$ cat src/rtl/seq_detector_param.sv
// seq_detector_param: runtime-programmable serial pattern detector with
// Mealy/Moore output, overlap control and a saturating match counter.
module seq_detector_param #(
    parameter int              CNT_W   = 8,
    parameter int              PAT_W   = 4,
    parameter logic [PAT_W-1:0] PAT_RST = PAT_W'('b1101)
) (
    input  logic             clk_i,
    input  logic             reset_i,
    input  logic             x_i,
    input  logic             x_valid_i,
    input  logic [PAT_W-1:0] pattern_i,
    input  logic             pat_load_i,
    input  logic             moore_mode_i,
    input  logic             overlap_i,
    output logic             z_o,
    output logic [PAT_W-1:0] seq_o,
    output logic [CNT_W-1:0] match_cnt_o,
    output logic             cnt_sat_o
);
    localparam int FW = $clog2(PAT_W);

    logic [PAT_W-1:0] pat_q, pat_d, seq_q, seq_d, shifted;
    logic [FW-1:0]    fill_q, fill_d;
    logic [CNT_W-1:0] cnt_q, cnt_d;
    logic             z_q, z_d, full, hit;

    assign shifted     = {seq_q[PAT_W-2:0], x_i};
    assign full        = fill_q == FW'(PAT_W - 1);
    assign hit         = x_valid_i & ~pat_load_i & full & (shifted == pat_q);
    assign z_o         = moore_mode_i ? z_q : hit;
    assign seq_o       = seq_q;
    assign match_cnt_o = cnt_q;
    assign cnt_sat_o   = &cnt_q;

    // fill only counts bits belonging to the current detection window;
    // seq keeps shifting across a non-overlap match so the display stays live
    always_comb begin
        pat_d  = pat_load_i ? pattern_i : pat_q;
        seq_d  = pat_load_i ? '0 : x_valid_i ? shifted : seq_q;
        fill_d = pat_load_i ? '0 :
                 !x_valid_i ? fill_q :
                 (hit && !overlap_i) ? '0 :
                 full ? fill_q : fill_q + FW'(1);
        cnt_d  = pat_load_i ? '0 : (hit && !cnt_sat_o) ? cnt_q + CNT_W'(1) : cnt_q;
        z_d    = hit;
    end

    always_ff @(posedge clk_i) begin
        if (reset_i) begin
            pat_q  <= PAT_RST;
            seq_q  <= '0;
            fill_q <= '0;
            cnt_q  <= '0;
            z_q    <= 1'b0;
        end else begin
            pat_q  <= pat_d;
            seq_q  <= seq_d;
            fill_q <= fill_d;
            cnt_q  <= cnt_d;
            z_q    <= z_d;
        end
    end
endmodule

$ cat config.mk
export PLATFORM = sky130hd
export DESIGN_NAME = seq_detector_param
export DESIGN_NICKNAME = d
export VERILOG_FILES = /design/src/rtl/seq_detector_param.sv
export SDC_FILE = /design/constraint.sdc
export NUM_CORES = 1
export LEC_CHECK = 0
export BUFFER_PORTS_ARGS = -buffer_cell sky130_fd_sc_hd__buf_2
export CAP_MARGIN = 20
export CORE_UTILIZATION = 30
export CTS_BUF_LIST = sky130_fd_sc_hd__clkbuf_2
export DETAILED_ROUTE_END_ITERATION = 12
export PLACE_DENSITY = 0.46
export SLEW_MARGIN = 20
export SYNTH_ARGS = -nofsm -noshare
export SYNTH_HDL_FRONTEND = slang
export SYNTH_SLANG_ARGS = --single-unit
$ cat constraint.sdc
create_clock -name clk_i -period 4.8 [get_ports clk_i]
set_input_delay 0.96 -clock clk_i [delete_from_list [all_inputs] [get_ports clk_i]]
set_output_delay 0.96 -clock clk_i [all_outputs]
set_load 0.05 [all_outputs]
# After elaboration in Yosys (flattened, before gate mapping)
# Index checks and enable logic that the tools add are counted.
# word_totals
regBits	19
latchBits	0
ram_bits	0
rom_bits	0
input_bits	11
out_inout_bits	14
wordCells	24
memories	0
# op_classes
addsub	2
multipliers	0
div	0
order_cmp	0
n_eq_ne	3
n_shift	0
muxes	3
bitwise	4
reduce_logical	7
# ops
cell	count
8-bit by 1-bit adder with 8-bit output, second input constant	1
8-bit AND reduction	1
4-bit == test	1
2-bit 2-to-1 mux	2
1-bit bitwise AND	3
2-bit by 1-bit adder with 2-bit output, second input constant	1
2-bit == test, second input constant	1
1-bit logical AND	2
1-bit zero test	2
2-bit by 1-bit inequality test with 1-bit output, second input constant	1
2-bit AND reduction	1
2-bit OR reduction	1
1-bit 2-to-1 mux	1
1-bit NOT	1

# Longest topological paths before layout
# Gate-level depths: netlist of the first run.
# logic_depth
ltp_word	7
mapped_depth	5
depth_no_buf	5

# Worst setup path before layout of the first run
# OpenSTA, ideal clock, no wires.
# synth_timing
path_type	input-to-output
start	input x_i
end	output z_o
t_arrival_ps	2744
t_required_ps	3840
setup_slack_ps	1096
cell_stages	4
path_buffers	0
cell_sequence	xnor2_1 > nand3_1 > or3_1 > o21ai_0
# synth_between
elab_chain_cells	3
# synth_rtl
item	line_no	source
from (decl)	10	input logic x_i,
4-bit == test	30	assign hit = x_valid_i & ~pat_load_i & full & (shifted == pat_q);
1-bit bitwise AND	30	
1-bit 2-to-1 mux	31	assign z_o = moore_mode_i ? z_q : hit;
to (decl)	16	output logic z_o,
# Every way passes these cells.

# Worst setup path in the final report of the first run
# Ends and elaborated chain as after synthesis.

==> out/metrics.yaml, run 1 <==
skew_ns: 0.00644
async_reset_ff_frac: 0
violations: "design-rule violations"
dpl.cell_count: 151
cp_common_cell: "buf_2"
p_leak_nw: 0.460
start_kind: "input port"
die_w_um: 57.7
min_period_ns: 3.53
synth_flop_cell: "dfxtp_1"
dieArea_um2: 3330
gp_congestion: 0.675
power_mw: 0.260
syn_area_um2: 932
antenna_found_initial: 0
ioPinCount: 25
p_int_mw: 0.191
overflow: 0
synth_top_cell_area_share: 0.408
swShare: 0.264
hold_viol_final: 0
nets: 138
post-cts-setup-buffers: 0
cp_slowest_cell: "or3_1"
hold_ws_ns: 0.493
critPathMaxStageDelay_ns: 0.54
power_density_nw_per_um2: 239
hold_buffers: 0
ant_nets: 0
syn-instance-count: 101
vias: 818
synth_cell_type_count: 34
num_rows: 19
die_h_um: 57.7
timing.final.crit_share: 0.735
setup-tns-final_ns: 0
h-tree-depth: 1
synth-seq-cells: 19
ys_warn_count: 0
drcViolationCount: 3
yosysTopAreaCell: "dfxtp_1"
drtIter0Drc: 23
critPathKind: "in -> out"
dp_hpwl_um: 1510
cp_max_fo: 12
timing.fmax_ghz: 0.283
combinationalPowerShare: 0.099
wire_per_inst_um: 13.3
areaGrowthSynthToFinish_pct: 16.8
hold_class: "reg -> reg"
grt_util_all_layers: 0.131
clock_sinks: 19
ys_top_cells_by_area: "dfxtp_1 41%, mux2i_1 8.6%, or3_1 4.0%"
clkSlewWorstSetupHoldPaths_ns: 0.19
initial_core_util: 0.327
diodes: 0
cts_tree: "done"
p_seq_frac: 0.629
slew_violations: 0
max-vdd-ir-drop_v: 0.000155
final_layout_size_suffix_gt1_frac: 0.274
worst_skew_pair.late_latency_ns: 0.31
firstDrtPassIters: 8
root_buffer: "clkbuf_2"
wirelength_um: 2060
cts.path.max_buffers: 2
cp.required_ns: 3.84
grt_pass1_wl_um: 3320
relSlewSlack: 0.703
cp.arrival_ns: 2.57
grt_pass1_vias: 729
setup_viol: 0
cts-buffers-inserted: 3
avgSynthCellArea_um2: 9.23
post_cts_resized: 0
grt_max_degree: 15
path_cells: "buf_2 > xnor2_1 > nand3_1 > or3_1 > o21ai_0 > buf_2"
power.switching_mw: 0.0686
worst_slew_pin_slew_ns: 0.444
rsz0062_at_grt: "false"
core_area_um2: 2850
io_buffers: 24
instances_no_fill: 155
ys_seq_area_frac: 0.408
syn_nets: 114
clockPowerShare: 0.272
outcome: "finished with violations"
max_cap_violations: 0
avgViaCountPerCell: 5.28
critPathCaptureType: "output pin"
synth-edff-count: 0
-- flip-flops by register name, summed over array words and instances (netlist names) --
signal       cells
z_q              1
match_cnt_o      8
pat_q            4
seq_o            4
fill_q           2
-- layout by cell type (no fill, tap or decap), types with 3 or more instances in the layout --
master	instances
nor2b_1	3
or4_1	3
a21oi_1	4
dfxtp_1	19
nand3_1	4
a211o_1	3
buf_2	24
nand2_1	7
clkbuf_2	3
or3_1	6
mux2i_1	8
xnor2_1	3
o21ai_0	3
nor2_1	7
-- layer usage --
layer | vias up | routed length [um] | track usage
met3 | 2 | 86 | 0.0424
li1 | 422 | - | -
met1 | 378 | 1040 | 0.173
met4 | 0 | 13 | 0.0204
met5 | - | 0 | 0
met2 | 16 | 924 | 0.214
-- worst max-delay path, delay by kind of cell --
family                    cells  cell delay (ns)
buffers and inverters         2             0.39
xor gates and xnor gates      1             0.16
and+or+nand+nor               2             0.89
AOI/OAI and AO/OA             1             0.16
-- cell type report --
type	instances	area, um2
clock buffer	3	15.0
sequential	19	380
timing repair buffer	24	120
tap	31	38.8
multi-input combinational	75	522
fill	305	1760
clock inverter	1	5.00
inverter	2	7.51
-- kinds of logic (layout without fill, tap and decap cells) --
group,count (synthesis),after routing,synth area share
multiplexers,8,8,0.0859
buffers and inverters,7,30,0.0322
flip-flops,19,19,0.408
XOR/XNOR,4,4,0.0376
AO/OA/AOI/OAI,20,20,0.160
AND/OR/NAND/NOR,41,41,0.250
adder cells (fa/ha/maj),2,2,0.0268
-- metrics by stage --
stage               setup WS, ns   util  area, um2
global route                1.16  0.382       1090
CTS                         1.25  0.382       1090
global placement            1.32  0.375       1070
floorplan                   1.10      -        932
finish                      1.27  0.382       1090
detailed placement          1.26  0.375       1070
-- path summary, 6_finish.rpt --
check / cells past startpoint / slack, ns / end / from
setup / recovery: 6 / 1.27 / z_o / x_i
setup reg to reg: 5 / 2.90 / match_cnt_o[6] / match_cnt_o[0]
hold reg to reg: 2 / 0.49 / fill_q[1] / fill_q[1]
hold / removal: 2 / 0.49 / fill_q[1] / fill_q[1]
-- cell usage after synthesis (3+ instances only) --
library cell and instances:
nor2_1 7, mux2i_1 8, or4_1 3, a211o_1 3
nor2b_1 3, a21oi_1 4, xnor2_1 3, clkbuf_1 3
dfxtp_1 19, o21ai_0 3, or3_1 6, nand2_1 7
nand3_1 4
-- power groups by stage --
stage	Clock, mW	Combinational, mW	Sequential, mW
after global placement	0	0.0257	0.167
final	0.0706	0.0257	0.163
after global routing	0.0840	0.0288	0.164
after detailed placement	0	0.0258	0.167
after CTS	0.0762	0.0259	0.163
after floorplan	0	0.0174	0.167
Note: power is estimated with default switching activity, not from simulation.
==> inputs of run 2 (changes only) <==
clock period = 3.54 ns   (was 4.8 ns; I/O delays follow)
==> run 2 against run 1 <==
Effect of this change:
- the run still ends with design-rule violations left
- clock-buffer cell count did not move
- setup slack got worse by 0.46 ns
- via count rose by 0.98%
- sequential power rose by 36%
- final area rose by 0.69%
- die area did not move
- core utilization rose by 0.26 points
- clock power rose by 36%
- sequential share of layout area fell by 0.24 points
- critical path type unchanged
==> out/metrics.yaml, run 2 (synthesized netlist as in run 1, its figures left out) <==
h-tree-depth: 1
start_kind: "input port"
clkSlewWorstSetupHoldPaths_ns: 0.17
final_layout_size_suffix_gt1_frac: 0.280
gp_congestion: 0.692
max-vdd-ir-drop_v: 0.000182
critPathKind: "in -> out"
cts-buffers-inserted: 3
cts_tree: "done"
cp_common_cell: "buf_2"
initial_core_util: 0.327
io_buffers: 24
grt_max_degree: 15
areaGrowthSynthToFinish_pct: 17.6
worst_skew_pair.late_latency_ns: 0.32
ant_nets: 0
slew_violations: 0
timing.fmax_ghz: 0.367
cp_slowest_cell: "or3_1"
nets: 139
power_density_nw_per_um2: 322
largest_register_ffs: 8
layout_commonest_cell: "buf_2"
dp_hpwl_um: 1540
diodes: 0
mostFrequentLayoutCells: "24 x buf_2, 19 x dfxtp_1, 8 x mux2i_1"
relSlewSlack: 0.693
wire_per_inst_um: 13.6
cp_max_fo: 4
post-cts-setup-buffers: 0
dieArea_um2: 3330
timing.final.crit_share: 0.770
cp.required_ns: 2.83
drtIter0Drc: 11
core_area_um2: 2850
critPathCaptureType: "output pin"
power_mw: 0.353
min_period_ns: 2.73
path_cells: "buf_2 > xnor2_1 > nand3_1 > or3_1 > o21ai_0 > buf_2"
cts.path.max_buffers: 2
worst_slew_pin_slew_ns: 0.459
cp.arrival_ns: 2.02
hold_class: "reg -> reg"
outcome: "finished with violations"
setup_viol: 0
antenna_found_initial: 0
hold_viol_final: 0
grt_pass1_vias: 804
wirelength_um: 2120
max_cap_violations: 0
grt_pass1_wl_um: 3570
drcViolationCount: 3
firstDrtPassIters: 8
critPathMaxStageDelay_ns: 0.46
avgViaCountPerCell: 5.29
overflow: 0
p_leak_nw: 0.464
skew_ns: 0.0168
root_buffer: "clkbuf_2"
violations: "design-rule violations"
r2r_slack_ns: 1.64
clock_sinks: 19
num_rows: 19
hold_buffers: 0
post_cts_resized: 0
ioPinCount: 25
die_h_um: 57.7
vias: 826
die_w_um: 57.7
grt_util_all_layers: 0.140
rsz0062_at_grt: "false"
setup-tns-final_ns: 0
[run 2: routing by layer]
layer / share of wire / vias up / wire (um) / global-route usage
li1: - / 422 / - / -
met1: 0.49 / 378 / 1030 / 0.175
met2: 0.45 / 21 / 958 / 0.233
met3: 0.039 / 5 / 83 / 0.0290
met4: 0.019 / 0 / 40 / 0.0612
met5: 0 / - / 0 / 0
[run 2: worst max-delay path: cells and delay by family]
| family | cells | cell delay, ns |
|---|---|---|
| xor gates and xnor gates | 1 | 0.17 |
| and+or+nand+nor | 2 | 0.58 |
| AOI/OAI and AO/OA | 1 | 0.17 |
| buffers and inverters | 2 | 0.39 |
[run 2: worst paths after layout]
kind / from / to / depth (start not counted)
min: fill_q[1] / fill_q[1] / 2
max: x_i / z_o / 6
min reg2reg: fill_q[1] / fill_q[1] / 2
max reg2reg: match_cnt_o[0] / match_cnt_o[6] / 5
[run 2: where the power goes]
part | total, mW | internal [mW] | switching, mW
logic | 0.0361 | 0.0158 | 0.0203
clock network | 0.0957 | 0.0256 | 0.0701
registers | 0.222 | 0.219 | 0.00296
total | 0.353 | 0.260 | 0.0934
[run 2: cell type report]
cell class              count  area, um2
inverters                   2       7.51
repair buffers             25        128
clock buffers               3       15.0
multi-input cells          75        522
flip-flops and latches     19        380
clock inverters             1       5.00
well taps                  31       38.8
fillers                   321       1760
[run 2: stage by stage]
| step | utilization | area, um2 | cells | setup WS [ns] | hold WS (ns) |
|---|---|---|---|---|---|
| after floorplan | - | 932 | 101 | 0.339 | 0.438 |
| after global placement | 0.377 | 1080 | 152 | 0.831 | 0.448 |
| after detailed placement | 0.377 | 1080 | 152 | 0.804 | 0.457 |
| after CTS | 0.384 | 1100 | 156 | 0.804 | 0.480 |
| after global routing | 0.384 | 1100 | 156 | 0.709 | 0.507 |
| final | 0.384 | 1100 | 156 | 0.814 | 0.474 |
